--- config.mk ---
export PLATFORM = sky130hd
export DESIGN_NAME = if_fetch
export DESIGN_NICKNAME = d
export VERILOG_FILES = /design/src/rtl/if_fetch.sv
export SDC_FILE = /design/constraint.sdc
export NUM_CORES = 1
export LEC_CHECK = 0
export ABC_AREA = 1
export BUFFER_PORTS_ARGS = -buffer_cell sky130_fd_sc_hd__buf_2
export CORE_AREA = 5 5 209 211
export DETAILED_ROUTE_END_ITERATION = 7
export DIE_AREA = 0 0 214 216
export PLACE_DENSITY = 0.59
export SLEW_MARGIN = 20
export SYNTH_ARGS = -nofsm -noshare
export SYNTH_HDL_FRONTEND = slang
export SYNTH_SLANG_ARGS = --single-unit
--- constraint.sdc ---
create_clock -name clk -period 1.8 [get_ports clk]
set_input_delay 0.27 -clock clk [delete_from_list [all_inputs] [get_ports clk]]
set_output_delay 0.27 -clock clk [all_outputs]
set_load 0.01 [all_outputs]
--- src/rtl/if_fetch.sv ---
// LEGv8 instruction-fetch stage: one outstanding request to a variable-latency imem,
// registered output with a one-entry skid buffer, and redirect flush of in-flight fetches.
module if_fetch #(
  parameter int unsigned        ADDR_W   = 64,
  parameter int unsigned        INST_W   = 32,
  parameter logic [ADDR_W-1:0]  PC_RESET = '0
) (
  input  logic              clk,
  input  logic              rst_n,
  output logic              imem_req,
  output logic [ADDR_W-1:0] imem_addr,
  input  logic              imem_rvalid,
  input  logic [INST_W-1:0] imem_rdata,
  input  logic              stall,
  input  logic              redirect,
  input  logic [ADDR_W-1:0] redirect_pc,
  output logic [INST_W-1:0] inst,
  output logic [ADDR_W-1:0] inst_pc,
  output logic              inst_valid
);

  typedef enum logic [2:0] {StIdle, StReq, StWait, StHold, StDrain} state_e;

  state_e            state;
  logic [ADDR_W-1:0] pc;
  logic [ADDR_W-1:0] skid_pc;
  logic [INST_W-1:0] skid_inst;
  logic              skid_valid;

  logic              out_free;
  logic [ADDR_W-1:0] pc_inc;
  logic [ADDR_W-1:0] redir_pc;

  assign out_free = !inst_valid || !stall;
  assign pc_inc   = pc + ADDR_W'(4);
  assign redir_pc = redirect_pc & ~ADDR_W'(3);

  always_ff @(posedge clk or negedge rst_n) begin
    if (!rst_n) begin
      state      <= StIdle;
      pc         <= PC_RESET;
      imem_req   <= 1'b0;
      imem_addr  <= '0;
      inst       <= '0;
      inst_pc    <= '0;
      inst_valid <= 1'b0;
      skid_pc    <= '0;
      skid_inst  <= '0;
      skid_valid <= 1'b0;
    end else begin
      imem_req <= 1'b0;
      // Consumed with nothing to replace it; overridden below when a new word lands.
      if (inst_valid && !stall) begin
        inst_valid <= 1'b0;
        inst       <= '0;
      end
      if (redirect && state != StIdle) begin
        pc         <= redir_pc;
        inst_valid <= 1'b0;
        inst       <= '0;
        skid_valid <= 1'b0;
        case (state)
          StReq: state <= StDrain;
          StWait, StDrain: begin
            if (imem_rvalid) begin
              state     <= StReq;
              imem_req  <= 1'b1;
              imem_addr <= redir_pc;
            end else begin
              state <= StDrain;
            end
          end
          default: begin
            state     <= StReq;
            imem_req  <= 1'b1;
            imem_addr <= redir_pc;
          end
        endcase
      end else begin
        unique case (state)
          StIdle: begin
            state     <= StReq;
            imem_req  <= 1'b1;
            imem_addr <= pc;
          end
          StReq: state <= StWait;
          StWait: begin
            if (imem_rvalid) begin
              if (out_free) begin
                inst       <= imem_rdata;
                inst_pc    <= pc;
                inst_valid <= 1'b1;
                pc         <= pc_inc;
                state      <= StReq;
                imem_req   <= 1'b1;
                imem_addr  <= pc_inc;
              end else begin
                skid_inst  <= imem_rdata;
                skid_pc    <= pc;
                skid_valid <= 1'b1;
                state      <= StHold;
              end
            end
          end
          StHold: begin
            if (!stall) begin
              inst       <= skid_inst;
              inst_pc    <= skid_pc;
              inst_valid <= skid_valid;
              skid_valid <= 1'b0;
              pc         <= pc_inc;
              state      <= StReq;
              imem_req   <= 1'b1;
              imem_addr  <= pc_inc;
            end
          end
          StDrain: begin
            if (imem_rvalid) begin
              state     <= StReq;
              imem_req  <= 1'b1;
              imem_addr <= pc;
            end
          end
          default: state <= StIdle;
        endcase
      end
    end
  end

endmodule

==> impl.org <==
** Yosys
- By area, the combinational part of the netlist is dominated by simple AND/OR/NAND/NOR gates.
- Synth warnings :: 0
- The top cell type by area accounts for 48.62% of the synthesized area.
- Synth Instances :: roughly 2.2k
- Counting distinct cell types in the post-synthesis netlist gives 34.
- Summing the sequential cell areas from Yosys gives 48.62% of the chip area.
- Counting flops and latches in the post-synthesis netlist gives about 320.
- Summing the areas of all fa, ha and maj instances in the mapped netlist gives 0.07620% of the synthesized area.
- The synthesized netlist devotes 17.96% of its cell area to compound gates.
- For this run, the leading register cell type out of synthesis is dfrtp_1.
- In this run, synthesis inferred 0 flip-flops with an integrated enable.
- Area leader, netlist :: dfrtp_1
- In the synthesized netlist, mux cells make up 0% of the area.
- Mean instance size in the synthesized netlist :: 7.390 sq um
- Of the total synthesized cell area, the portion taken by AND, OR, NAND and NOR gates is 25.54%.
- XOR/XNOR Fraction of Synth Area :: under 10%
- For this run, asynchronously set or reset flops after synthesis account for 100.0%.
- Netlist area before placement :: 0.01642 sq mm
- Ranking of synthesized cells by area :: dfrtp_1 (49%), nand2_1 (16%), o21ai_0 (9.6%)

** Critical path
- Cell family contributing the most delay on the critical path :: buffers and inverters
- The signal on the critical path passes through inv_2, a21oi_4, clkinv_4, buf_12, buf_12, nor2_1, nor2_1, a22oi_1.
- R2R cell count :: 8
- Startpoint-to-endpoint class of the critical path :: reg2reg
- Capturing point of the worst reg2reg path :: pc[32]
- Peak fanout along the critical path :: 49
- At the worst endpoint, the required time is about 2.3 ns.
- R2R Path Start :: state[2]
- WP buf/inv :: 4
- Critical path launch point type :: flop
- Crit-path max cell delay :: approximately 0.42 ns
- Among all stages on the critical path, the largest delay is contributed by dfrtp_1.
- Across all register-to-register paths, the minimum setup slack is -0.06 ns.
- WP depth :: 8
- Data arrives at the worst endpoint at 2.34 ns.
- Crit end category :: flop

** Layout
- Fraction of layout instances using a drive strength above 1 :: 32.43%
- Compared with the post-synthesis result, the final layout area differs by 45.26%.
- Final nets :: 2790
- Once layout is done, the placed cells without fillers occupy 0.02385 sq mm.

** STA
- Time the worst path needs with I/O delays and setup :: 1.863 ns
- Fraction of the cycle the final worst path needs :: 103.5%
- Setup slack on the critical path of the routed design comes to -0.06266 ns.
- Setup repair after global routing could not meet its margin everywhere.
- Between clock sinks in the finished design, the worst skew comes to 0.01953 ns.
- Based on the critical path, the design can be clocked at up to 536.9 MHz.
- Setup violations remaining at the end of the flow were counted as 32.
- The number of max-slew violations in the final report came to 0.
- Number of hold-slack violations in the final timing report :: 1
- Hold Worst Slack :: -0.01059 ns

** Global routing
- Aggregate global-route resource usage :: about a quarter
- The number of global-route vias before repair came to 16.32k.
- Entering global routing, the biggest net connects 69 pins.
- Antenna violations before repair :: 8
- After global routing the overflow that remains totals 0.
- The first global-routing pass estimated 90490 um of wire.

** Hold path
- In this run the worst hold path is classified as in2reg.
- Worst Hold End :: skid_inst[28]
- Number of cells on the worst hold path :: 3
- In this run the most critical hold path is launched from imem_rdata[28].

** Power and ir drop
- Maximum vdd ir drop :: 1.135 mV
- Static Leak :: 11.11 nW
- In this run the power density over the cells is around 1800 mW/mm^2.

** Drt
- First-pass iteration count of the detailed router :: 5
- For this block, the via count after detailed routing is about 17k.
- Remaining antenna violation count after routing :: 0
- Avg WL per Cell :: 19.83 um
- Iteration-0 DRC count of the detailed router :: 1351
- Dividing the detail-routed via count by the number of cells gives 5.337.
- After detailed routing, the number of remaining DRC violations is 0.
- Summed over all layers, the routed wires come to 64620 um.

** Die
- Starting density of the core :: between 30 and 40%
- I/O pin count :: 263
- Y dimension of the die :: 216 um
- Horizontal die dimension :: 214 um
- The initialized floorplan defines 75 standard-cell rows.
- The die covers 0.04622 sq mm.
- Core area :: 0.04157 sq mm

** Clock network
- CTS Buffer Depth :: 3
- The later pin in the worst-skew pair is clocked with a latency of 0.56 ns.
- Number of buffers created by CTS :: 39
- CTS Sinks :: 319
- Clock tree from TritonCTS :: built
- CTS root buf :: clkbuf_16
- The H-tree generated during clock tree synthesis spans 2 levels.
- Clock Pin Slew Worst Setup and Hold Paths :: 0.06 ns

** Placement
- During placement, the flow inserted port buffers numbering 258.
- Post-placement setup slack :: -0.1504 ns
- Routability congestion estimate from global placement :: 0.9313
- Detail Placement HPWL :: 40050 um
- Summing all placed instances gives a cell area of between 0.015 and 0.02 sq mm.

** Outcome
- Violated checks :: hold timing, setup timing
- Outcome :: finished with violations

** Run
- The tool flagged a number of max-cap violations equal to 0.
## worst reg2reg max path, cell delays in order, from the launching register on
cell      delay (ns)
dfrtp_1         0.42
inv_2           0.08
a21oi_4         0.27
clkinv_4        0.14
buf_12          0.15
buf_12          0.19
nor2_1          0.29
nor2_1          0.10
a22oi_1         0.15
## metrics by stage
| stage | setup TNS (ns) | power [mW] | instances | utilization [%] |
|---|---|---|---|---|
| after floorplan | 0 | 21.97 | 2223 | - |
| after global placement | -4.751 | 29.23 | 3076 | 47.14 |
| after detailed placement | -19.04 | 29.59 | 3076 | 47.14 |
| after CTS | -3.053 | 38.32 | 3190 | 51.78 |
| after global routing | -7.819 | 46.33 | 3257 | 57.36 |
| final | -0.7096 | 43.54 | 3259 | 57.37 |
## final cells by class
type                       instances  area [sq um]
timing repair buffer             547          4793
inverter                         135         531.8
antenna                            3         7.507
sequential                       319          7994
fill                            3767         17720
clock inverter                    17         181.4
multi-input combinational       1646          8547
tap                              539         674.4
clock buffer                      53          1121
## synthesized netlist by cell type, types with 5 or more instances
master / n
a21oi_1: 152
nand2_1: 702
o21a_1: 62
nand3_1: 57
buf_4: 14
o211ai_1: 5
nor2_1: 289
nand4_1: 8
dfrtp_1: 319
inv_1: 131
clkbuf_1: 53
a31oi_1: 7
xor2_1: 19
nor2_2: 5
buf_2: 49
o21ai_0: 314
## report_power, final
part | total, mW | internal [mW] | switching [mW]
logic | 23.9 | 9.98 | 13.9
registers | 11.6 | 9.71 | 1.85
clock network | 8.06 | 4.82 | 3.24
## state kept, by name (all words and copies together), names as in the netlist
signal      flops
skid_inst      32
inst           32
inst_pc        62
pc             62
skid_pc        62
inst_valid      1
skid_valid      1
imem_req        1
state           3
imem_addr      63
## placed cells by master, fill, tap and decap left out, types with 10 or more instances in the layout
cell type / Yosys / routed
nor2_4: 4 / 55
clkbuf_16: 0 / 64
dfrtp_1: 319 / 310
buf_6: 4 / 23
o21ai_1: 3 / 94
buf_4: 14 / 155
xor2_1: 19 / 13
o21ai_0: 314 / 200
nand2_1: 702 / 631
dlygate4sd3_1: 0 / 31
a21oi_2: 1 / 61
inv_1: 131 / 123
nor2_2: 5 / 44
o21a_1: 62 / 62
nand3_1: 57 / 47
nand2_2: 4 / 59
buf_12: 0 / 48
buf_2: 49 / 257
a21oi_1: 152 / 90
o21ai_2: 1 / 23
nor2_1: 289 / 199
nand2_4: 0 / 13
nand3_2: 2 / 10
## worst max-delay path by stage
stage                    endpoint  startpoint
floorplan                  pc[62]       pc[2]
global placement    imem_addr[55]       pc[4]
detailed placement    skid_pc[49]    state[2]
CTS                  skid_inst[9]    state[2]
global route               pc[38]       pc[3]
finish                     pc[32]    state[2]
## logic make-up after synthesis
| logic type | count (synthesis) |
|---|---|
| and+or+nand+nor | 1074 |
| AOI/OAI and AO/OA | 550 |
| DFF | 319 |
| buffers and inverters | 258 |
| xor gates and xnor gates | 19 |
| adders and majority gates | 1 |
| other | 1 |
## layer usage
metal	share of wire, %	wire length [um]	vias to the layer above	global-route usage (%)
li1	-	-	8104	-
met1	42	26880	8394	32.42
met2	46	29990	751	38.84
met3	9.1	5869	134	6.418
met4	2.8	1833	10	6.506
met5	0.087	56	-	0
## repair_timing
action	4_1_cts	5_1_grt
buffers inserted	10	32
endpoints found under the hold margin	306	0
hold buffers	31	0
setup endpoints to repair	281	286
gates resized for setup	39	483
cloned	3	35
pin swaps	6	82
Note: power is estimated with default switching activity, not from simulation.
